[config.mk]
export PLATFORM = sky130hd
export DESIGN_NAME = serial_add_sub
export DESIGN_NICKNAME = d
export VERILOG_FILES = /design/src/rtl/alu_pkg.sv /design/src/rtl/add_ndigit.sv /design/src/rtl/serial_add_sub.sv
export SDC_FILE = /design/constraint.sdc
export NUM_CORES = 1
export LEC_CHECK = 0
export BUFFER_PORTS_ARGS = -buffer_cell sky130_fd_sc_hd__buf_2
export CORE_ASPECT_RATIO = 1.75
export CORE_MARGIN = 5
export CORE_UTILIZATION = 45
export DETAILED_ROUTE_END_ITERATION = 8
export PLACE_DENSITY = 0.68
export SYNTH_ARGS = -nofsm -noshare
export SYNTH_HDL_FRONTEND = slang
export SYNTH_SLANG_ARGS = --single-unit
[constraint.sdc]
create_clock -name clk -period 3.6 [get_ports clk]
set_input_delay 0.18 -clock clk [delete_from_list [all_inputs] [get_ports clk]]
set_output_delay 0.18 -clock clk [all_outputs]
set_load 0.01 [all_outputs]
[src/rtl/alu_pkg.sv]
// Shared constants for the serial adder/subtractor: FSM state encoding and opcodes.
package alu_pkg;

    localparam logic [1:0] IDLE = 2'd0;
    localparam logic [1:0] RUN  = 2'd1;
    localparam logic [1:0] DONE = 2'd2;

    localparam logic OP_ADD = 1'b0;
    localparam logic OP_SUB = 1'b1;

endpackage

[src/rtl/add_ndigit.sv]
// Combinational DIGIT-bit ripple adder built from full-adder cells.
// Also exports the carry into the top bit so the caller can form signed overflow.
module add_ndigit #(
    parameter int DIGIT = 4
) (
    input  logic [DIGIT-1:0] a,
    input  logic [DIGIT-1:0] b,
    input  logic             cin,
    output logic [DIGIT-1:0] sum,
    output logic             cout,
    output logic             ctop
);

    logic [DIGIT:0] c;
    genvar gi;

    assign c[0] = cin;

    generate
        for (gi = 0; gi < DIGIT; gi++) begin : g_fa
            assign sum[gi]  = a[gi] ^ b[gi] ^ c[gi];
            assign c[gi+1]  = (a[gi] & b[gi]) | (c[gi] & (a[gi] ^ b[gi]));
        end
    endgenerate

    assign cout = c[DIGIT];
    assign ctop = c[DIGIT-1];

endmodule

[src/rtl/serial_add_sub.sv]
// Digit-serial adder/subtractor: WIDTH-bit operands processed DIGIT bits per clock,
// LSB first, with a registered carry between digits and a start/done handshake.
module serial_add_sub
    import alu_pkg::*;
#(
    parameter int WIDTH = 32,
    parameter int DIGIT = 4
) (
    input  logic             clk,
    input  logic             reset,
    input  logic             start,
    input  logic             sub,
    input  logic [WIDTH-1:0] A,
    input  logic [WIDTH-1:0] B,
    output logic             busy,
    output logic             done,
    output logic [WIDTH-1:0] result,
    output logic             cOut,
    output logic             overflow,
    output logic             zero
);

    localparam int N  = WIDTH / DIGIT;
    localparam int CW = (N > 1) ? $clog2(N) : 1;
    localparam logic [CW-1:0] LAST = CW'(N - 1);

    logic [1:0]       state_reg;
    logic [CW-1:0]    cnt_reg;
    logic [WIDTH-1:0] a_reg;
    logic [WIDTH-1:0] b_reg;
    logic [WIDTH-1:0] res_reg;
    logic             carry_reg;
    logic             cout_reg;
    logic             ovf_reg;

    logic [DIGIT-1:0] sum_next;
    logic             dcout_next;
    logic             dctop_next;
    logic [WIDTH-1:0] res_next;

    add_ndigit #(.DIGIT(DIGIT)) u_add (
        .a    (a_reg[DIGIT-1:0]),
        .b    (b_reg[DIGIT-1:0]),
        .cin  (carry_reg),
        .sum  (sum_next),
        .cout (dcout_next),
        .ctop (dctop_next)
    );

    // New digit enters at the top; after N steps the first digit has reached bit 0.
    generate
        if (DIGIT == WIDTH) begin : g_full
            assign res_next = sum_next;
        end else begin : g_part
            assign res_next = {sum_next, res_reg[WIDTH-1:DIGIT]};
        end
    endgenerate

    always_ff @(posedge clk) begin
        if (reset) begin
            state_reg <= IDLE;
            cnt_reg   <= '0;
            carry_reg <= 1'b0;
            a_reg     <= '0;
            b_reg     <= '0;
            res_reg   <= '0;
            cout_reg  <= 1'b0;
            ovf_reg   <= 1'b0;
        end else begin
            case (state_reg)
                RUN: begin
                    a_reg     <= a_reg >> DIGIT;
                    b_reg     <= b_reg >> DIGIT;
                    res_reg   <= res_next;
                    carry_reg <= dcout_next;
                    cnt_reg   <= cnt_reg + 1'b1;
                    if (cnt_reg == LAST) begin
                        state_reg <= DONE;
                        cout_reg  <= dcout_next;
                        ovf_reg   <= dctop_next ^ dcout_next;
                    end
                end
                default: begin
                    // IDLE and DONE both accept; subtract is A + ~B + 1.
                    if (start) begin
                        a_reg     <= A;
                        b_reg     <= B ^ {WIDTH{sub}};
                        carry_reg <= (sub == OP_SUB);
                        cnt_reg   <= '0;
                        state_reg <= RUN;
                    end else begin
                        state_reg <= IDLE;
                    end
                end
            endcase
        end
    end

    assign busy     = (state_reg == RUN);
    assign done     = (state_reg == DONE);
    assign result   = res_reg;
    assign cOut     = cout_reg;
    assign overflow = ovf_reg;
    assign zero     = (res_reg == '0);

endmodule

==> key figures <==
Setup path
  • Reg-to-reg startpoint: a_reg[0]$_SDFFE_PP0P_
  • CP arrival: about 2.5 ns
  • Crit end category: flop
  • Worst setup SP type: flop
  • Worst Setup SP: a_reg[0]$_SDFFE_PP0P_
  • WP data required: 3.86 ns
  • CP Class: reg -> reg
  • Worst R2R Path Depth: 10
  • CP max FO: 3

Floorplan
  • Die width: around 88 um
  • Starting Density: 46.2%
  • Core area: ~10000 um2
  • Die H: 146 um
  • Die area: 12900 um2
  • # rows: slightly below 50
  • Boundary pin count: 105

STA
  • Fin. Hold Viols: 0
  • Fin Setup TNS: 0 ns
  • Unrepaired setup endpoints after global routing: no
  • Least-Margin Pin Slew: just under 1 ns
  • Clk_skew: around 0.0046 ns
  • Final Max Slew Viols: 0
  • Finish-stage setup viols: 0
  • Final period util: between 60% and 70%
  • Max-slew headroom: between 30% and 40%
  • Hold_ws: around 0.073 ns
  • Final worst path period need: 2.22 ns
  • Achievable Freq: around 0.45 GHz

Global route
  • Grt ovf: 0
  • Largest net degree at the start of global routing: slightly above 100
  • Global-route wire length before repair: between 15 and 20 mm
  • Gr usage total: roughly 16%
  • Antenna violations before repair: 0
  • Vias in the first global route: 3692

Place
  • Gpl congestion: between 0.7 and 0.8
  • Post-DP HPWL: 7.09 mm
  • Port buffer count: 104
  • Placed cell area: 5210 um2

Routing
  • Drt wl/cell: between 10 and 15 um
  • Vias per std cell: ~5.2
  • Total number of vias: about 3900
  • Wl on met1: around 4.1 mm
  • Drt pass-1 iters: 4
  • Final wirelength: approximately 10 mm
  • Residual DRC count: 0
  • Initial DRC count: about 170
  • WL met2: 5.65 mm
  • Routed wl met3: about 470 um
  • Max Used Layer: met4
  • ANT nets after route: 0

Run status
  • Status: completed

Clock tree
  • H-tree level count: 3
  • CTS tree: done
  • Cells resized by post-CTS repair: 0
  • Hold Buf Count CTS: 0
  • Clock slew at reported path FFs: roughly 0.070 ns
  • Worst-skew pair later-pin latency: about 0.34 ns
  • Post-CTS Repair Setup Buffers: 0
  • CTS Buf Count: 9
  • Clock root buffer: clkbuf_16
  • Max clock buf depth: 2
  • CTS Sinks: approximately 100

Power
  • Pleak: ~2.3 nW
  • Tot Pwr: around 2.6 mW
  • Pwr/cell area: about 480 nW/um2
  • Peak VDD IR: between 0.3 and 0.4 mV

Worst hold path
  • Hold depth: 3
  • Hold Crit Class: in -> reg
  • Hold wc startpoint: A[28]

Yosys
  • Synth cell types: 27
  • Seq/Total Area, Yosys: between 40% and 50%
  • Main flop type after synthesis: dfxtp_1
  • Warnings, synthesis: 0
  • EDFF count, synth: 0
  • Cells after synthesis: 540
  • Mapped Nets: between 600 and 700
  • Synthesized cell area: around 4800 um2
  • Syn Area/Cell: slightly below 9 um2
  • Ys async rst share: 0%
  • FF+latch count, synth: approximately 100

Layout
  • Layout cell share with drive strength beyond 1: 24.4%
  • Synth-to-layout area growth: 15.5%
  • Final Core Density: roughly 53%
  • Final Instance Area: between 5000 and 6000 um2
  • N_diodes: 0
  • Layout net count: 685

Flow run
  • Maxcap violations: 0
[layout by cell type, fill, tap and decap left out, types with 5 or more instances in the layout]
| cell type | count |
|---|---|
| dfxtp_1 | 104 |
| a211oi_1 | 36 |
| inv_1 | 8 |
| clkbuf_16 | 9 |
| nand2_1 | 91 |
| xnor2_1 | 33 |
| a21oi_2 | 25 |
| a21oi_1 | 38 |
| buf_2 | 102 |
| buf_4 | 5 |
| mux2i_1 | 32 |
| nor2_1 | 69 |
| a211o_1 | 28 |
| nor4_1 | 8 |
[cell usage after synthesis (12+ instances only)]
| master | count | area share, % |
|---|---|---|
| a211o_1 | 28 | 5.1 |
| a211oi_1 | 36 | 5.6 |
| a21oi_1 | 38 | 4.0 |
| a21oi_2 | 25 | 4.6 |
| buf_2 | 18 | 1.9 |
| clkbuf_1 | 12 | 0.94 |
| dfxtp_1 | 104 | 44 |
| mux2i_1 | 32 | 6.7 |
| nand2_1 | 91 | 7.1 |
| nor2_1 | 69 | 5.4 |
| xnor2_1 | 33 | 6.0 |
[worst paths after layout]
check,endpoint,slack [ns]
worst max-delay path,overflow$_SDFFE_PP0P_,1.38
worst min-delay path,a_reg[28]$_SDFFE_PP0P_,0.07
worst max register to register,overflow$_SDFFE_PP0P_,1.38
worst min register to register,b_reg[23]$_SDFFE_PP0P_,0.46
[cell families after synthesis]
family | synth area share [%]
xor gates and xnor gates | 6.04
and+or+nand+nor | 15.1
adders and majority gates | 2.20
buffers and inverters | 6.88
AOI/OAI and AO/OA | 19.6
DFF | 43.5
muxes | 6.69
[final cells by class]
cell class	instances	area [um2]
fill	1015	4830
multi-input combinational	380	2380
sequential	104	2080
timing repair buffer	107	548
clock buffer	10	239
tap	127	159
clock inverter	6	82.6
inverter	9	36.3
[power by group]
| part | switching, mW | internal [mW] |
|---|---|---|
| Combinational | 0.197 | 0.158 |
| Clock | 0.412 | 0.624 |
| Sequential | 0.0396 | 1.22 |
| Total | 0.649 | 2.00 |
[worst max-delay path, cell delays in order, from the launching register on]
cell	delay [ns]
dfxtp_1	0.33
fa_1	0.41
inv_1	0.07
fa_1	0.16
inv_1	0.05
fa_1	0.41
inv_1	0.09
fa_1	0.23
xnor2_1	0.13
nand3_1	0.09
a21oi_1	0.17
[stage by stage]
step	cells	setup WS (ns)
global placement	727	1.46
global route	743	1.26
finish	743	1.38
CTS	743	1.38
floorplan	540	1.52
detailed placement	727	1.40
[layer usage]
| layer | up-vias | global-route usage [%] |
|---|---|---|
| li1 | 1985 | - |
| met1 | 1811 | 18.4 |
| met2 | 82 | 29.2 |
| met3 | 12 | 3.16 |
| met4 | 0 | 5.91 |
| met5 | - | 0 |
Note: power is estimated with default switching activity, not from simulation.
